## config.mk

```make
export PLATFORM = sky130hd
export DESIGN_NAME = mem_arbiter_n
export DESIGN_NICKNAME = d
export VERILOG_FILES = /design/src/rtl/mem_arbiter_n.sv
export SDC_FILE = /design/constraint.sdc
export NUM_CORES = 1
export LEC_CHECK = 0
export CAP_MARGIN = 5
export CELL_PAD_IN_SITES_DETAIL_PLACEMENT = 1
export CELL_PAD_IN_SITES_GLOBAL_PLACEMENT = 1
export CORE_MARGIN = 2
export CORE_UTILIZATION = 26
export CTS_BUF_LIST = sky130_fd_sc_hd__clkbuf_8
export DETAILED_ROUTE_END_ITERATION = 10
export PLACE_DENSITY = 0.83
export SLEW_MARGIN = 20
export SYNTH_ARGS = -nofsm -noshare
export SYNTH_HDL_FRONTEND = slang
export SYNTH_SLANG_ARGS = --single-unit
```

## constraint.sdc

```tcl
create_clock -name clk -period 1.7 [get_ports clk]
set_input_delay 0.17 -clock clk [delete_from_list [all_inputs] [get_ports clk]]
set_output_delay 0.17 -clock clk [all_outputs]
set_load 0.1 [all_outputs]
```

## src/rtl/mem_arbiter_n.sv

```systemverilog
// N-channel arbiter in front of one synchronous single-port memory.
// One operation is in flight at a time: IDLE -> ISSUE -> (WAIT) -> COMPLETE.
module mem_arbiter_n #(
  parameter int NCH          = 3,
  parameter int AW           = 16,
  parameter int DW           = 16,
  parameter int READ_LATENCY = 1,
  parameter int RR_MODE      = 0
) (
  input  logic                    clk,
  input  logic                    reset,
  input  logic [NCH-1:0]          request,
  input  logic [NCH-1:0]          write,
  input  logic [NCH*(DW/8)-1:0]   byte_enable,
  input  logic [NCH*AW-1:0]       addr,
  input  logic [NCH*DW-1:0]       writedat,
  output logic [DW-1:0]           readdat,
  output logic [NCH-1:0]          done,
  output logic [AW-1:0]           memory_address,
  output logic                    memory_write_enable,
  output logic [DW/8-1:0]         memory_byte_enable,
  output logic [DW-1:0]           memory_write_data,
  input  logic [DW-1:0]           memory_read_data
);

  localparam int NBE = DW / 8;
  localparam int IW  = (NCH > 1) ? $clog2(NCH) : 1;

  typedef enum logic [1:0] {IDLE, ISSUE, WAIT, COMPLETE} state_t;

  state_t          r_state;
  state_t          w_state_nxt;
  logic [IW-1:0]   r_gnt;
  logic [IW-1:0]   r_ptr;
  logic            r_wr;
  logic [1:0]      r_cnt;
  logic [IW-1:0]   w_gnt;
  logic [IW-1:0]   w_idx;
  logic            w_any;
  logic            w_wait_end;

  // Candidate channel for search slot i; round-robin starts just after the last grant.
  function automatic logic [IW-1:0] f_chan(input logic [IW-1:0] ptr, input int i);
    int k;
    k = (RR_MODE != 0) ? (int'(ptr) + 1 + i) % NCH : i;
    return IW'(k);
  endfunction

  always_comb begin
    w_gnt = '0;
    w_idx = '0;
    w_any = 1'b0;
    for (int i = 0; i < NCH; i++) begin
      w_idx = f_chan(r_ptr, i);
      if (!w_any && request[w_idx]) begin
        w_any = 1'b1;
        w_gnt = w_idx;
      end
    end
  end

  // WAIT lasts READ_LATENCY cycles; data is captured on the last one.
  assign w_wait_end = (r_cnt == 2'(READ_LATENCY - 1));

  always_comb begin
    w_state_nxt = r_state;
    case (r_state)
      IDLE:     if (w_any) w_state_nxt = ISSUE;
      ISSUE:    w_state_nxt = r_wr ? COMPLETE : WAIT;
      WAIT:     if (w_wait_end) w_state_nxt = COMPLETE;
      COMPLETE: w_state_nxt = IDLE;
      default:  w_state_nxt = IDLE;
    endcase
  end

  always_ff @(posedge clk or posedge reset) begin
    if (reset) r_state <= IDLE;
    else       r_state <= w_state_nxt;
  end

  always_ff @(posedge clk or posedge reset) begin
    if (reset) begin
      r_gnt               <= '0;
      r_ptr               <= IW'(NCH - 1);
      r_wr                <= 1'b0;
      r_cnt               <= '0;
      readdat             <= '0;
      done                <= '0;
      memory_address      <= '0;
      memory_write_enable <= 1'b0;
      memory_byte_enable  <= '0;
      memory_write_data   <= '0;
    end else begin
      done                <= '0;
      memory_write_enable <= 1'b0;
      case (r_state)
        IDLE: begin
          if (w_any) begin
            r_gnt          <= w_gnt;
            r_wr           <= write[w_gnt];
            r_cnt          <= '0;
            memory_address <= addr[w_gnt*AW +: AW];
            if (write[w_gnt]) begin
              // A zero lane mask still completes but must never strobe the memory.
              memory_write_enable <= |byte_enable[w_gnt*NBE +: NBE];
              memory_byte_enable  <= byte_enable[w_gnt*NBE +: NBE];
              memory_write_data   <= writedat[w_gnt*DW +: DW];
            end else begin
              memory_byte_enable  <= '1;
            end
            if (RR_MODE != 0) r_ptr <= w_gnt;
          end
        end
        ISSUE: begin
          if (r_wr) done[r_gnt] <= 1'b1;
        end
        WAIT: begin
          r_cnt <= r_cnt + 2'd1;
          if (w_wait_end) begin
            readdat     <= memory_read_data;
            done[r_gnt] <= 1'b1;
          end
        end
        default: ;
      endcase
    end
  end

endmodule

```

==> impl_metrics.yaml <==
layout:
  fin_area_mm2: 0.00545
  antenna_cells: 0
  utilization: 0.456
  area_growth_pct: 71.6
  final_nets: 628
  drive_gt1_frac: 0.241
timing:
  fmax_mhz: 637
  hold_viol_final: 0
  setup_viol: 0
  post-route-period-util: 0.924
  skew_ns: 0.00636
  relSlewSlack: 0.778
  worst_pin_slew_ns: 0.333
  drv_slew: 0
  rsz0062_at_grt: "false"
  finalCriticalPeriod_ns: 1.57
drt:
  drtPass1Iterations: 4
  met2_length_um: 5780
  via_per_inst: 5.02
  vias: 3258
  drt_iter0_markers: 158
  wl_um: 11300
  drc: 0
  top_layer_used: "met4"
  met3_length_um: 796
  detail_route.wl_per_cell_um: 17.4
  detail-route-antenna-nets: 0
  met1_length_um: 4520
worst_setup_path:
  start_kind: "register"
  cp_cell_sequence: "inv_1 > ha_1 > buf_4 > o221ai_4 > buf_12 > a21oi_1 > a21o_1"
  critPathMaxFanout: 36
  crit_family: "buffers and inverters"
  path_class: "register to register"
  crit_arrival_ns: 1.79
  crit_path_max_incr_delay_ns: 0.42
  endpoint_kind: "register"
  crit_buf_inv: 3
  required_ns: 1.92
  slowest_stage: "dfrtp_1"
die:
  core_area_mm2: 0.0120
  pin_count: 180
  num_rows: 40
  die_y_um: 115
  dieArea_mm2: 0.0131
  fp.dieW_um: 115
  initial_utilization: 0.266
cts:
  clock_latency_ns: 0.33
  cts_tree: "done"
  cts_buffer_depth: 2
  clk_root_buffer_cell: "clkbuf_8"
  cts_hold_buf: 0
  cts.clk_slew.worst_paths_ns: 0.07
  htreeDepth: 3
  cts_sinks: 61
  cts_made_buffers: 9
flow_run:
  cap_violations: 0
place:
  hpwl_um: 8690
  placement.cell_area_mm2: 0.00525
  portBuffers: 179
  place_congestion: 0.829
global_routing:
  overflow: 0
  grt_pass1_wl_um: 18400
  grt_usage: 0.177
  grt_max_degree: 62
  grt_antenna_before_repair: 0
  grt_pass1_vias: 3694
yosys:
  syn_avg_cell_area_um2: 10.3
  ys_seq_area_frac: 0.481
  synthMuxAreaShare: 0.0599
  synth_cell_types: 35
  ys_ff_latch: 61
  synthCells: 307
  synth-compound-area-share: 0.314
  synth_nets: 437
  synth_top_family_by_area: "compound AO/OA/AOI/OAI gates"
  synth_xor_area_frac: 0
  syn_area_mm2: 0.00318
  synthSimpleGateAreaFrac: 0.0737
  yosys_warnings: 0
  synthAdderAreaFrac: 0.0158
pwr:
  p_leak_nw: 2.39
  p_per_area_mw_per_mm2: 2140
  vdd_ir_drop_max_v: 0.00127
status:
  status: "finished, final reports clean"
min_path:
  hp-class: "input pin to asynchronous set/reset pin"
==> report_power, final <==
group / internal (W) / switching, W
registers: 0.00214 / 0.000434
logic: 0.00212 / 0.00569
clock network: 0.000744 / 0.000555
total: 0.00500 / 0.00668
==> layer usage <==
metal / track usage / vias to the layer above
met5: 0 / -
met4: 0.0642 / 0
met3: 0.0434 / 17
met2: 0.318 / 134
met1: 0.205 / 1576
li1: - / 1531
==> state kept, by name, summed over array words and instances (netlist names) <==
signal	flops
readdat	16
r_wr	1
done	3
r_cnt	2
r_state	2
r_gnt	2
memory_write_enable	1
memory_write_data	16
memory_address	16
memory_byte_enable	2
==> repair_timing <==
item	in CTS	in global routing
endpoints found under the setup margin	0	2
setup buffers	0	0
gates resized for setup	0	2
==> per-stage QoR <==
step / setup TNS [ns] / cells / worst slack (ns) / power [W] / hold WS (ns)
2_1_floorplan: 0 / 307 / 0.0170 / 0.00825 / 0.321
3_3_place_gp: -0.414 / 634 / -0.0269 / 0.0103 / 0.459
3_5_place_dp: -2.17 / 634 / -0.119 / 0.0105 / 0.468
4_1_cts: 0 / 649 / 0.126 / 0.0118 / 0.229
5_1_grt: 0 / 649 / 0.00452 / 0.0123 / 0.251
6_report: 0 / 649 / 0.130 / 0.0117 / 0.228
==> worst register-to-register path: stages, from the launching register on <==
cell      delay (ns)
dfrtp_1         0.42
inv_1           0.08
ha_1            0.25
buf_4           0.17
o221ai_4        0.07
buf_12          0.22
a21oi_1         0.08
a21o_1          0.17
==> cell type report <==
class,instances,area [µm²]
Timing Repair Buffer,207,2040
Multi-Input combinational cell,212,1480
Tap cell,147,184
Clock buffer,11,151
Sequential cell,61,1530
Inverter,7,26.3
Fill cell,1346,6510
Clock inverter,4,47.5
==> cells in the mapped netlist <==
master / n / area, µm²
a21boi_4: 1 / 18.8
a21o_1: 17 / 128
a21oi_1: 19 / 95.1
a2bb2oi_1: 1 / 8.76
a31oi_1: 1 / 6.26
a32oi_1: 18 / 158
and3b_1: 1 / 8.76
buf_1: 2 / 7.51
buf_2: 15 / 75.1
buf_4: 1 / 7.51
buf_6: 4 / 45.0
clkbuf_1: 5 / 18.8
dfrtp_1: 61 / 1530
ha_1: 4 / 50.1
inv_1: 6 / 22.5
inv_2: 1 / 3.75
mux2_2: 16 / 180
mux2i_1: 1 / 10.0
nand2_1: 27 / 101
nand2b_1: 1 / 6.26
nand3_1: 2 / 10.0
nor2_1: 19 / 71.3
nor2b_1: 3 / 18.8
nor3_1: 2 / 10.0
nor3b_1: 1 / 7.51
o21a_1: 2 / 15.0
o21ai_0: 25 / 125
o21ai_1: 11 / 55.1
o21ba_2: 1 / 10.0
o21ba_4: 1 / 16.3
o221ai_1: 16 / 140
o221ai_4: 1 / 26.3
o22a_1: 19 / 166
o22ai_1: 1 / 6.26
o31ai_4: 1 / 21.3
==> cells by family (layout without fill, tap and decap cells) <==
logic type                 Yosys count  in the layout
muxes                               17             17
DFF                                 61             61
AOI/OAI and AO/OA                  135            135
buffers and inverters               34            229
and+or+nand+nor                     56             56
adders and majority gates            4              4
==> placed cells by master, fill, tap and decap left out, types with 2 or more instances in the layout <==
cell type,n
o221ai_1,16
nor2b_1,3
nand2_1,27
clkinv_2,2
o21ai_1,12
a21oi_1,19
nor3_1,2
buf_4,68
inv_1,5
o22a_1,19
nor2_1,19
mux2_2,16
o21ai_0,24
a21o_1,17
clkdlybuf4s50_1,125
dfrtp_1,61
clkbuf_8,11
o21a_1,2
a32oi_1,18
nand3_1,2
buf_12,14
ha_1,4
inv_2,2
==> final timing paths <==
kind	from	end	slack, ns	cells after the start
setup / recovery	r_state[0]$_DFFE_PP0P_	memory_write_data[8]$_DFFE_PP0P_	0.13	7
hold / removal	reset	memory_address[11]$_DFFE_PP0P_	0.23	3
setup reg to reg	r_state[0]$_DFFE_PP0P_	memory_write_data[8]$_DFFE_PP0P_	0.13	7
hold reg to reg	r_cnt[0]$_DFFE_PP0P_	r_cnt[0]$_DFFE_PP0P_	0.47	1
max in group asynchronous	reset	r_wr$_DFFE_PP0P_	1.19	3
min in group clk	memory_read_data[5]	readdat[5]$_DFFE_PP0P_	0.45	2
Power figures use the tool's default switching activity.
